<file path="src/rtl/bus_dev_port.sv">
// rtl/bus_dev_port.sv - bus device endpoint: TX/RX packet queues with destination filter (optional stats: BUS_DEV_PORT_STATS_EN)

// Synchronous FWFT queue; a write into a full queue is taken only alongside a read.
module bus_dev_port_fifo #(
  parameter int W     = 16,
  parameter int DEPTH = 8
) (
  input  logic         clk,
  input  logic         reset,
  input  logic         wr_en,
  input  logic [W-1:0] wr_data,
  input  logic         rd_en,
  output logic [W-1:0] rd_data,
  output logic         full,
  output logic         empty
);
  localparam int AW = $clog2(DEPTH);
  localparam logic [AW:0] FULL_CNT = (AW + 1)'(DEPTH);

  logic [W-1:0]  mem [DEPTH];
  logic [AW-1:0] wptr;
  logic [AW-1:0] rptr;
  logic [AW:0]   count;
  logic          rd_eff;
  logic          wr_eff;

  assign full    = (count == FULL_CNT);
  assign empty   = (count == '0);
  assign rd_eff  = rd_en && !empty;
  assign wr_eff  = wr_en && (!full || rd_eff);
  assign rd_data = empty ? '0 : mem[rptr];

  // storage array; contents are don't-care until the count covers them
  always_ff @(posedge clk) begin
    if (wr_eff) begin
      mem[wptr] <= wr_data;
    end
  end

  // pointer and occupancy bookkeeping
  always_ff @(posedge clk) begin
    if (reset) begin
      wptr  <= '0;
      rptr  <= '0;
      count <= '0;
    end else begin
      if (wr_eff) begin
        wptr <= wptr + 1'b1;
      end
      if (rd_eff) begin
        rptr <= rptr + 1'b1;
      end
      if (wr_eff && !rd_eff) begin
        count <= count + 1'b1;
      end else if (rd_eff && !wr_eff) begin
        count <= count - 1'b1;
      end
    end
  end
endmodule

// Endpoint top: TX queue drained by bus pops, RX queue filled by filtered bus pushes.
module bus_dev_port #(
  parameter int          pckg_sz   = 16,
  parameter int          depth     = 8,
  parameter logic [7:0]  id        = 8'd0,
  parameter logic [7:0]  broadcast = {8{1'b1}}
) (
  input  logic               clk,
  input  logic               reset,
  output logic               pndng,
  output logic [pckg_sz-1:0] D_pop,
  input  logic               pop,
  input  logic               push,
  input  logic [pckg_sz-1:0] D_push,
  input  logic               tx_wr,
  input  logic [pckg_sz-1:0] tx_data,
  output logic               tx_full,
  input  logic               rx_rd,
  output logic [pckg_sz-1:0] rx_data,
  output logic               rx_empty,
`ifdef BUS_DEV_PORT_STATS_EN
  output logic [15:0]        tx_cnt,
  output logic [15:0]        rx_cnt,
  output logic [15:0]        drop_cnt,
`endif
  output logic               rx_ovf
);
  logic       tx_empty;
  logic       rx_full;
  logic [7:0] dest;
  logic       rx_acc;
  logic       rx_rd_eff;
  logic       rx_store;
  logic       rx_drop;

  assign pndng     = !tx_empty;
  assign dest      = D_push[pckg_sz-1 -: 8];
  assign rx_acc    = push && ((dest == id) || (dest == broadcast));
  assign rx_rd_eff = rx_rd && !rx_empty;
  assign rx_store  = rx_acc && (!rx_full || rx_rd_eff);
  assign rx_drop   = rx_acc && !rx_store;

  bus_dev_port_fifo #(.W(pckg_sz), .DEPTH(depth)) u_tx_fifo (
    .clk     (clk),
    .reset   (reset),
    .wr_en   (tx_wr),
    .wr_data (tx_data),
    .rd_en   (pop),
    .rd_data (D_pop),
    .full    (tx_full),
    .empty   (tx_empty)
  );

  bus_dev_port_fifo #(.W(pckg_sz), .DEPTH(depth)) u_rx_fifo (
    .clk     (clk),
    .reset   (reset),
    .wr_en   (rx_acc),
    .wr_data (D_push),
    .rd_en   (rx_rd),
    .rd_data (rx_data),
    .full    (rx_full),
    .empty   (rx_empty)
  );

  // sticky overflow: an accepted packet was lost because the RX queue had no room
  always_ff @(posedge clk) begin
    if (reset) begin
      rx_ovf <= 1'b0;
    end else if (rx_drop) begin
      rx_ovf <= 1'b1;
    end
  end

`ifdef BUS_DEV_PORT_STATS_EN
  logic tx_pop_eff;
  assign tx_pop_eff = pop && pndng;

  // saturating event counters for pops, stores and drops
  always_ff @(posedge clk) begin
    if (reset) begin
      tx_cnt   <= '0;
      rx_cnt   <= '0;
      drop_cnt <= '0;
    end else begin
      if (tx_pop_eff && (tx_cnt != 16'hFFFF)) begin
        tx_cnt <= tx_cnt + 16'd1;
      end
      if (rx_store && (rx_cnt != 16'hFFFF)) begin
        rx_cnt <= rx_cnt + 16'd1;
      end
      if (rx_drop && (drop_cnt != 16'hFFFF)) begin
        drop_cnt <= drop_cnt + 16'd1;
      end
    end
  end
`endif
endmodule

</file>
<file path="config.mk">
export PLATFORM = sky130hd
export DESIGN_NAME = bus_dev_port
export DESIGN_NICKNAME = d
export VERILOG_FILES = /design/src/rtl/bus_dev_port.sv
export SDC_FILE = /design/constraint.sdc
export NUM_CORES = 1
export LEC_CHECK = 0
export CORE_MARGIN = 8
export CORE_UTILIZATION = 50
export CTS_BUF_LIST = sky130_fd_sc_hd__clkbuf_16
export CTS_CLUSTER_DIAMETER = 100
export DETAILED_ROUTE_END_ITERATION = 7
export PLACE_DENSITY = 0.67
export RECOVER_POWER = 50
export SYNTH_ARGS = -nofsm -noshare
export SYNTH_HDL_FRONTEND = slang
export SYNTH_SLANG_ARGS = --single-unit
export TNS_END_PERCENT = 50
</file>
<file path="constraint.sdc">
create_clock -name clk -period 4.5 [get_ports clk]
set_clock_uncertainty 0.1 [all_clocks]
set_input_delay 0.9 -clock clk [delete_from_list [all_inputs] [get_ports clk]]
set_output_delay 0.9 -clock clk [all_outputs]
set_load 0.02 [all_outputs]
</file>
Yosys cells after proc, flatten, opt, wreduce, memory -nomap -nowiden. Memories as Yosys holds them, arrays and structs flattened. A register that Yosys moved wholly into a read port is not among the register bits. Cells that the tools add are included.

Register bits after elaboration: 21. RAM bits: 256. Memories: 2. Logic and storage cells: 60. Output and inout bits: 36. Input bits: 38.

Equality and inequality tests: 3. Reduce and logical (&&, ||, !) cells: 26. Muxes and demuxes: 14. Add/sub/neg operators: 8.

Memories: u_rx_fifo.mem (depth 8, width 16, rd ports 1, clocked after Yosys merged registers in 1, wr ports 1, RTL line 20) `logic [W-1:0] mem [DEPTH];`; u_tx_fifo.mem (depth 8, width 16, rd ports 1, clocked after Yosys merged registers in 1, wr ports 1, RTL line 20).

Operators by type and width (count): 2-to-1 mux 16 bit (2); 2-to-1 mux 4 bit (4); adder 3 x 1 -> 3 bit, second input constant (4); 2-to-1 mux 3 bit (4); logical AND 1 bit (10); adder 4 x 1 -> 4 bit, second input constant (2); == test 4 bit, second input constant (2); == test 8 bit, second input constant (1); zero test 1 bit (8); zero test 4 bit (2); zero test 8 bit (1); subtractor 4 x 1 -> 4 bit, second input constant (2); 2-to-1 mux 1 bit (4); nonzero test 2 bit (2); logical OR 1 bit (3).

Depth between registers and ports, before layout.
Depth after elaboration: 9. Depth in mapped cells: 12.

By module. A second synthesis with hierarchy kept.

Cell total of the unflattened synthesis: 561. Area total of the unflattened synthesis: 11140.7 um2.

Modules (own cells, without submodules): bus_dev_port_fifo (cells an instance 274, times used 2, seq. area each 4103.9 um2, area each 5516.5 um2); bus_dev_port (cells an instance 13, times used 1, seq. area each 20.0 um2, area each 107.6 um2).

Least setup slack after synthesis. OpenSTA, ideal clock, no wires.

Path kind: in2reg. Start point: input port D_push[8]. End point: memory u_rx_fifo.mem[4][0] (enable). Library setup time: 413 ps. Data required time: 3987 ps. Path slack: 1066 ps. Stages: 5. Buffers on the path: 0. Arrival: 2921 ps. Cells stage by stage: nor4_1 -> nand2_1 -> a21oi_4 -> nand2b_2 -> nor3b_1.

Cells in the longest elaborated chain, start to end: 6. Elaborated cells on any way between the ends: 7.

Ends and longest elaborated chain: start: declaration (RTL line 75) `input logic [pckg_sz-1:0] D_push,`; == test 8 bit or zero test 8 bit (tied branches) (RTL line 99) `assign rx_acc = push && ((dest == id) || (dest == broadcast));`; logical OR 1 bit (*) (RTL line 99); logical AND 1 bit (*) (RTL line 99); logical AND 1 bit (*); named net rx_store (RTL line 94) `logic rx_store;`; 2-to-1 mux 1 bit (*) (RTL line 35) `if (wr_eff) begin`; 2-to-1 mux 1 bit (not written as such) (*) (RTL line 36) `mem[wptr] <= wr_data;`; end: declaration (RTL line 20).

Mark *: on every way through the listed nets, which the timed path passes. The rest lies on a longest branch.

==> impl_summary.txt <==
----------------------------------------------------
[Run status]
  Run status ... completed

[Setup path]
  Setup Crit Path Kind ... flip-flop to output pin
  Worst-case register-to-register setup slack ... 920 ps
  Worst reg2reg endpoint ... u_tx_fifo.count[3]$_SDFFE_PP0P_
  Worst Setup Start Kind ... flip-flop
  Maximum fanout count along the critical path ... 18
  Endpoint class of the critical path ... output pin
  Launch point of the worst reg-to-reg path ... u_tx_fifo.count[0]$_SDFFE_PP0P_
  Critical path arrival ... 2950 ps
  Critical path data required time ... 3500 ps
  Worst reg-to-reg path cell count ... 12

[STA]
  Final number of hold-violating endpoints ... 0
  Unrepaired setup endpoints after global routing ... false
  Post-route clock period utilization ... 87.85%
  Worst relative slew slack ... 19.61%
  Final worst hold slack ... 399.1 ps
  Setup TNS ... 0 ps
  Min Tclk post-route ... 3953 ps
  Achievable Freq ... 253.0 MHz
  Slew at the pin closest to its max-slew limit ... 1206 ps
  Setup violation total in the final timing report ... 0
  Final Slew Violations ... 0

[Hold path]
  Path class of the lowest-slack min-delay path ... flip-flop to flip-flop
  Hold Startpoint ... rx_ovf$_SDFFE_PP0P_
  Hold path cells ... 2
  Hold endpoint ... rx_ovf$_SDFFE_PP0P_

[CTS]
  Library cell used as clock root buffer ... sky130_fd_sc_hd__clkbuf_16
  Clock net sink count ... 283
  Buffers inserted by post-CTS timing repair ... 0
  Hold buffers post-CTS ... 0
  Post-CTS resize count ... 0
  H-tree level count ... 1
  Clock latency on the worst-skew pair ... 540 ps
  Maximum root-to-sink buffer count ... 3
  Number of buffers created by CTS ... 29
  TritonCTS clock tree ... yes
  Clock Pin Slew Worst Setup and Hold Paths ... 60 ps

[Final layout]
  Area delta synth->final ... 18.61%
  Design Area, Final ... 13150 um2
  Area occupied by multi-input gates ... 2746 um2
  Post-layout instance count excluding filler cells ... 969
  Filler cell count in the final layout ... 1536
  Share of final-layout standard cells stronger than drive strength 1 ... 21.37%
  Area used by sequential logic in the layout ... 8230 um2
  Final net count ... 715

[Global route]
  GRT overflow ... 0
  Initial antenna violation count ... 1
  Vias in the first global route ... 5833
  Wire length of the first global-routing pass ... 32640 um
  Largest net degree at the start of global routing ... 33
  Tot GR Track Use ... 15.89%

[Floorplan]
  Starting Density ... 50.81%
  Die Y-Extent ... 164.9 um
  Boundary pin count ... 74
  Row count ... 54
  Area of the core ... 21820 um2
  Floorplan die area ... 27200 um2
  Width of the chip ... 164.9 um

[Power and ir drop]
  Leakage Power ... 0.004244 uW
  P per Cell Area ... 543.9 nW/um2
  Worst supply voltage drop on vdd ... 0.3494 mV
  Total power ... 7153 uW

[Yosys]
  Main area contributors after synthesis ... sky130_fd_sc_hd__edfxtp_1, sky130_fd_sc_hd__mux4_2, sky130_fd_sc_hd__dfxtp_1
  Syn Nets ... 607
  Cell taking the most area after synthesis ... sky130_fd_sc_hd__edfxtp_1
  Yosys warns ... 0
  Part of the Yosys area used for sequential elements ... 74.20%
  Area share of the largest cell type after synthesis ... 69.33%
  Number of enable flip-flop cells after synthesis ... 256
  Cell count after synthesis ... 557
  Post-synthesis cell area ... 11090 um2
  Fraction of synthesis flops using an asynchronous set or reset pin ... 0%
  Count of different cell masters after synthesis ... 41
  Mean Syn Cell Area ... 19.91 um2
  Top flip-flop cell by instance count after synthesis ... sky130_fd_sc_hd__edfxtp_1
  Post-synthesis sequential element count ... 283

[Routing]
  Avg Vias per Cell ... 5.551
  Number of optimization iterations in the first detailed-route pass ... 4
  # DRC ... 0
  Final routed wire length divided by cell count ... 21.76 um
  DRT antenna net count ... 0
  Post-Route WL ... 21090 um
  Starting DRC count in detailed routing ... 316
  Routed vias ... 5379

[Place]
  Placed Cells incl. Taps ... 914
  PortBufs ... 73
  Final weighted congestion in routability-driven placement ... 0.6874
  Final HPWL from detailed placement ... 12730 um
  Post-Place Cell Area ... 12310 um2

[Flow run]
  Number of maximum-capacitance violations ... 0

----------------------------------------------------
-- per-stage QoR --
step / utilization (%) / setup WS, ps
finish: 60.26 / 546.8
global route: 60.25 / 363.5
CTS: 60.36 / 433.2
detailed placement: 56.42 / 320.6
global placement: 56.42 / 426.9
floorplan: - / 1066
-- cell families (layout without fill, tap and decap cells) --
family	count (synthesis)	after routing	share of synthesized area [%]
xor gates and xnor gates	12	12	0.9479
DFF	283	283	74.20
adders and majority gates	12	12	1.490
and+or+nand+nor	102	102	4.457
buffers and inverters	28	159	1.298
AOI/OAI and AO/OA	20	20	1.354
muxes	100	100	16.25
other	0	1	0
-- routing by layer --
metal / GRT usage (%) / routed length [um] / vias to the layer above
met1: 20.90 / 8925 / 2761
met3: 2.767 / 1155 / 32
met5: 0 / 13 / -
met4: 4.218 / 348 / 2
li1: - / - / 2451
met2: 26.97 / 10650 / 133
-- power breakdown --
group	total [uW]	switching (uW)	leakage, uW	internal [uW]
clock	2130	915	0.000477	1220
combinational	1950	1010	0.00123	946
sequential	3070	91.5	0.00253	2970
total	7150	2020	0.00424	5140
-- final cells by class --
class,instances,area share [%]
sequential,283,62.58
multi-input combinational,246,20.88
timing repair buffer,101,7.192
clock buffer,29,5.518
tap,280,2.664
clock inverter,25,1.027
inverter,4,0.1142
antenna,1,0.01903
-- worst max-delay path, cell delays in order (launching register included) --
cell	delay [ps]
sky130_fd_sc_hd__dfxtp_2	710
sky130_fd_sc_hd__buf_12	270
sky130_fd_sc_hd__mux4_2	520
sky130_fd_sc_hd__mux2i_1	250
sky130_fd_sc_hd__nor2_1	80
sky130_fd_sc_hd__clkdlybuf4s50_1	580
-- worst max-delay path by stage --
stage	end	start	slack, ps
2_1_floorplan	u_rx_fifo.mem[4][0]$_DFFE_PP_	D_push[8]	1070
3_3_place_gp	u_rx_fifo.count[3]$_SDFFE_PP0P_	D_push[9]	430
3_5_place_dp	u_rx_fifo.count[3]$_SDFFE_PP0P_	D_push[9]	320
4_1_cts	rx_data[2]	flip-flop	430
5_1_grt	rx_data[2]	flip-flop	360
6_report	rx_data[2]	flip-flop	550
-- placed cells by master (no fill, tap or decap), types with 2 or more instances in the layout --
master and instances:
sky130_fd_sc_hd__a21oi_1 9, sky130_fd_sc_hd__nor3_2 5, sky130_fd_sc_hd__clkbuf_16 29, sky130_fd_sc_hd__nor4_1 2, sky130_fd_sc_hd__nand2b_1 4, sky130_fd_sc_hd__inv_1 18, sky130_fd_sc_hd__nand3_1 3, sky130_fd_sc_hd__ha_1 10
sky130_fd_sc_hd__nand2_1 11, sky130_fd_sc_hd__nor3_1 2, sky130_fd_sc_hd__buf_4 25, sky130_fd_sc_hd__nor3b_2 4, sky130_fd_sc_hd__or3_1 3, sky130_fd_sc_hd__nand4_1 2, sky130_fd_sc_hd__o21ai_0 3, sky130_fd_sc_hd__nor2_1 58
sky130_fd_sc_hd__a21o_1 2, sky130_fd_sc_hd__clkdlybuf4s50_1 40, sky130_fd_sc_hd__dfxtp_2 2, sky130_fd_sc_hd__xnor2_1 5, sky130_fd_sc_hd__mux2i_1 36, sky130_fd_sc_hd__xor2_1 7, sky130_fd_sc_hd__clkinv_2 4, sky130_fd_sc_hd__clkinv_1 4
sky130_fd_sc_hd__dfxtp_1 25, sky130_fd_sc_hd__clkbuf_1 2, sky130_fd_sc_hd__edfxtp_1 256, sky130_fd_sc_hd__dlygate4sd3_1 33, sky130_fd_sc_hd__fa_1 2, sky130_fd_sc_hd__mux4_2 64
-- flip-flops by register name, summed over array words and instances, names as in the netlist, named ones only --
name             cells
u_rx_fifo.count      4
u_tx_fifo.wptr       3
u_rx_fifo.mem      128
rx_ovf               1
u_rx_fifo.wptr       3
u_tx_fifo.mem      128
u_tx_fifo.rptr       3
u_tx_fifo.count      4
u_rx_fifo.rptr       3
-- cell usage after synthesis, types with 3 or more instances --
| cell | n |
|---|---|
| sky130_fd_sc_hd__edfxtp_1 | 256 |
| sky130_fd_sc_hd__nand2b_1 | 4 |
| sky130_fd_sc_hd__mux4_2 | 64 |
| sky130_fd_sc_hd__nor3_1 | 7 |
| sky130_fd_sc_hd__xnor2_1 | 5 |
| sky130_fd_sc_hd__inv_1 | 3 |
| sky130_fd_sc_hd__nor4_1 | 3 |
| sky130_fd_sc_hd__buf_1 | 9 |
| sky130_fd_sc_hd__buf_2 | 4 |
| sky130_fd_sc_hd__nor2_1 | 58 |
| sky130_fd_sc_hd__clkbuf_1 | 3 |
| sky130_fd_sc_hd__nand3_1 | 3 |
| sky130_fd_sc_hd__xor2_1 | 7 |
| sky130_fd_sc_hd__a21oi_1 | 9 |
| sky130_fd_sc_hd__or3_1 | 3 |
| sky130_fd_sc_hd__dfxtp_1 | 27 |
| sky130_fd_sc_hd__nand2_1 | 11 |
| sky130_fd_sc_hd__ha_1 | 10 |
| sky130_fd_sc_hd__buf_4 | 7 |
| sky130_fd_sc_hd__mux2i_1 | 36 |
(Power assumes the default switching activity.)
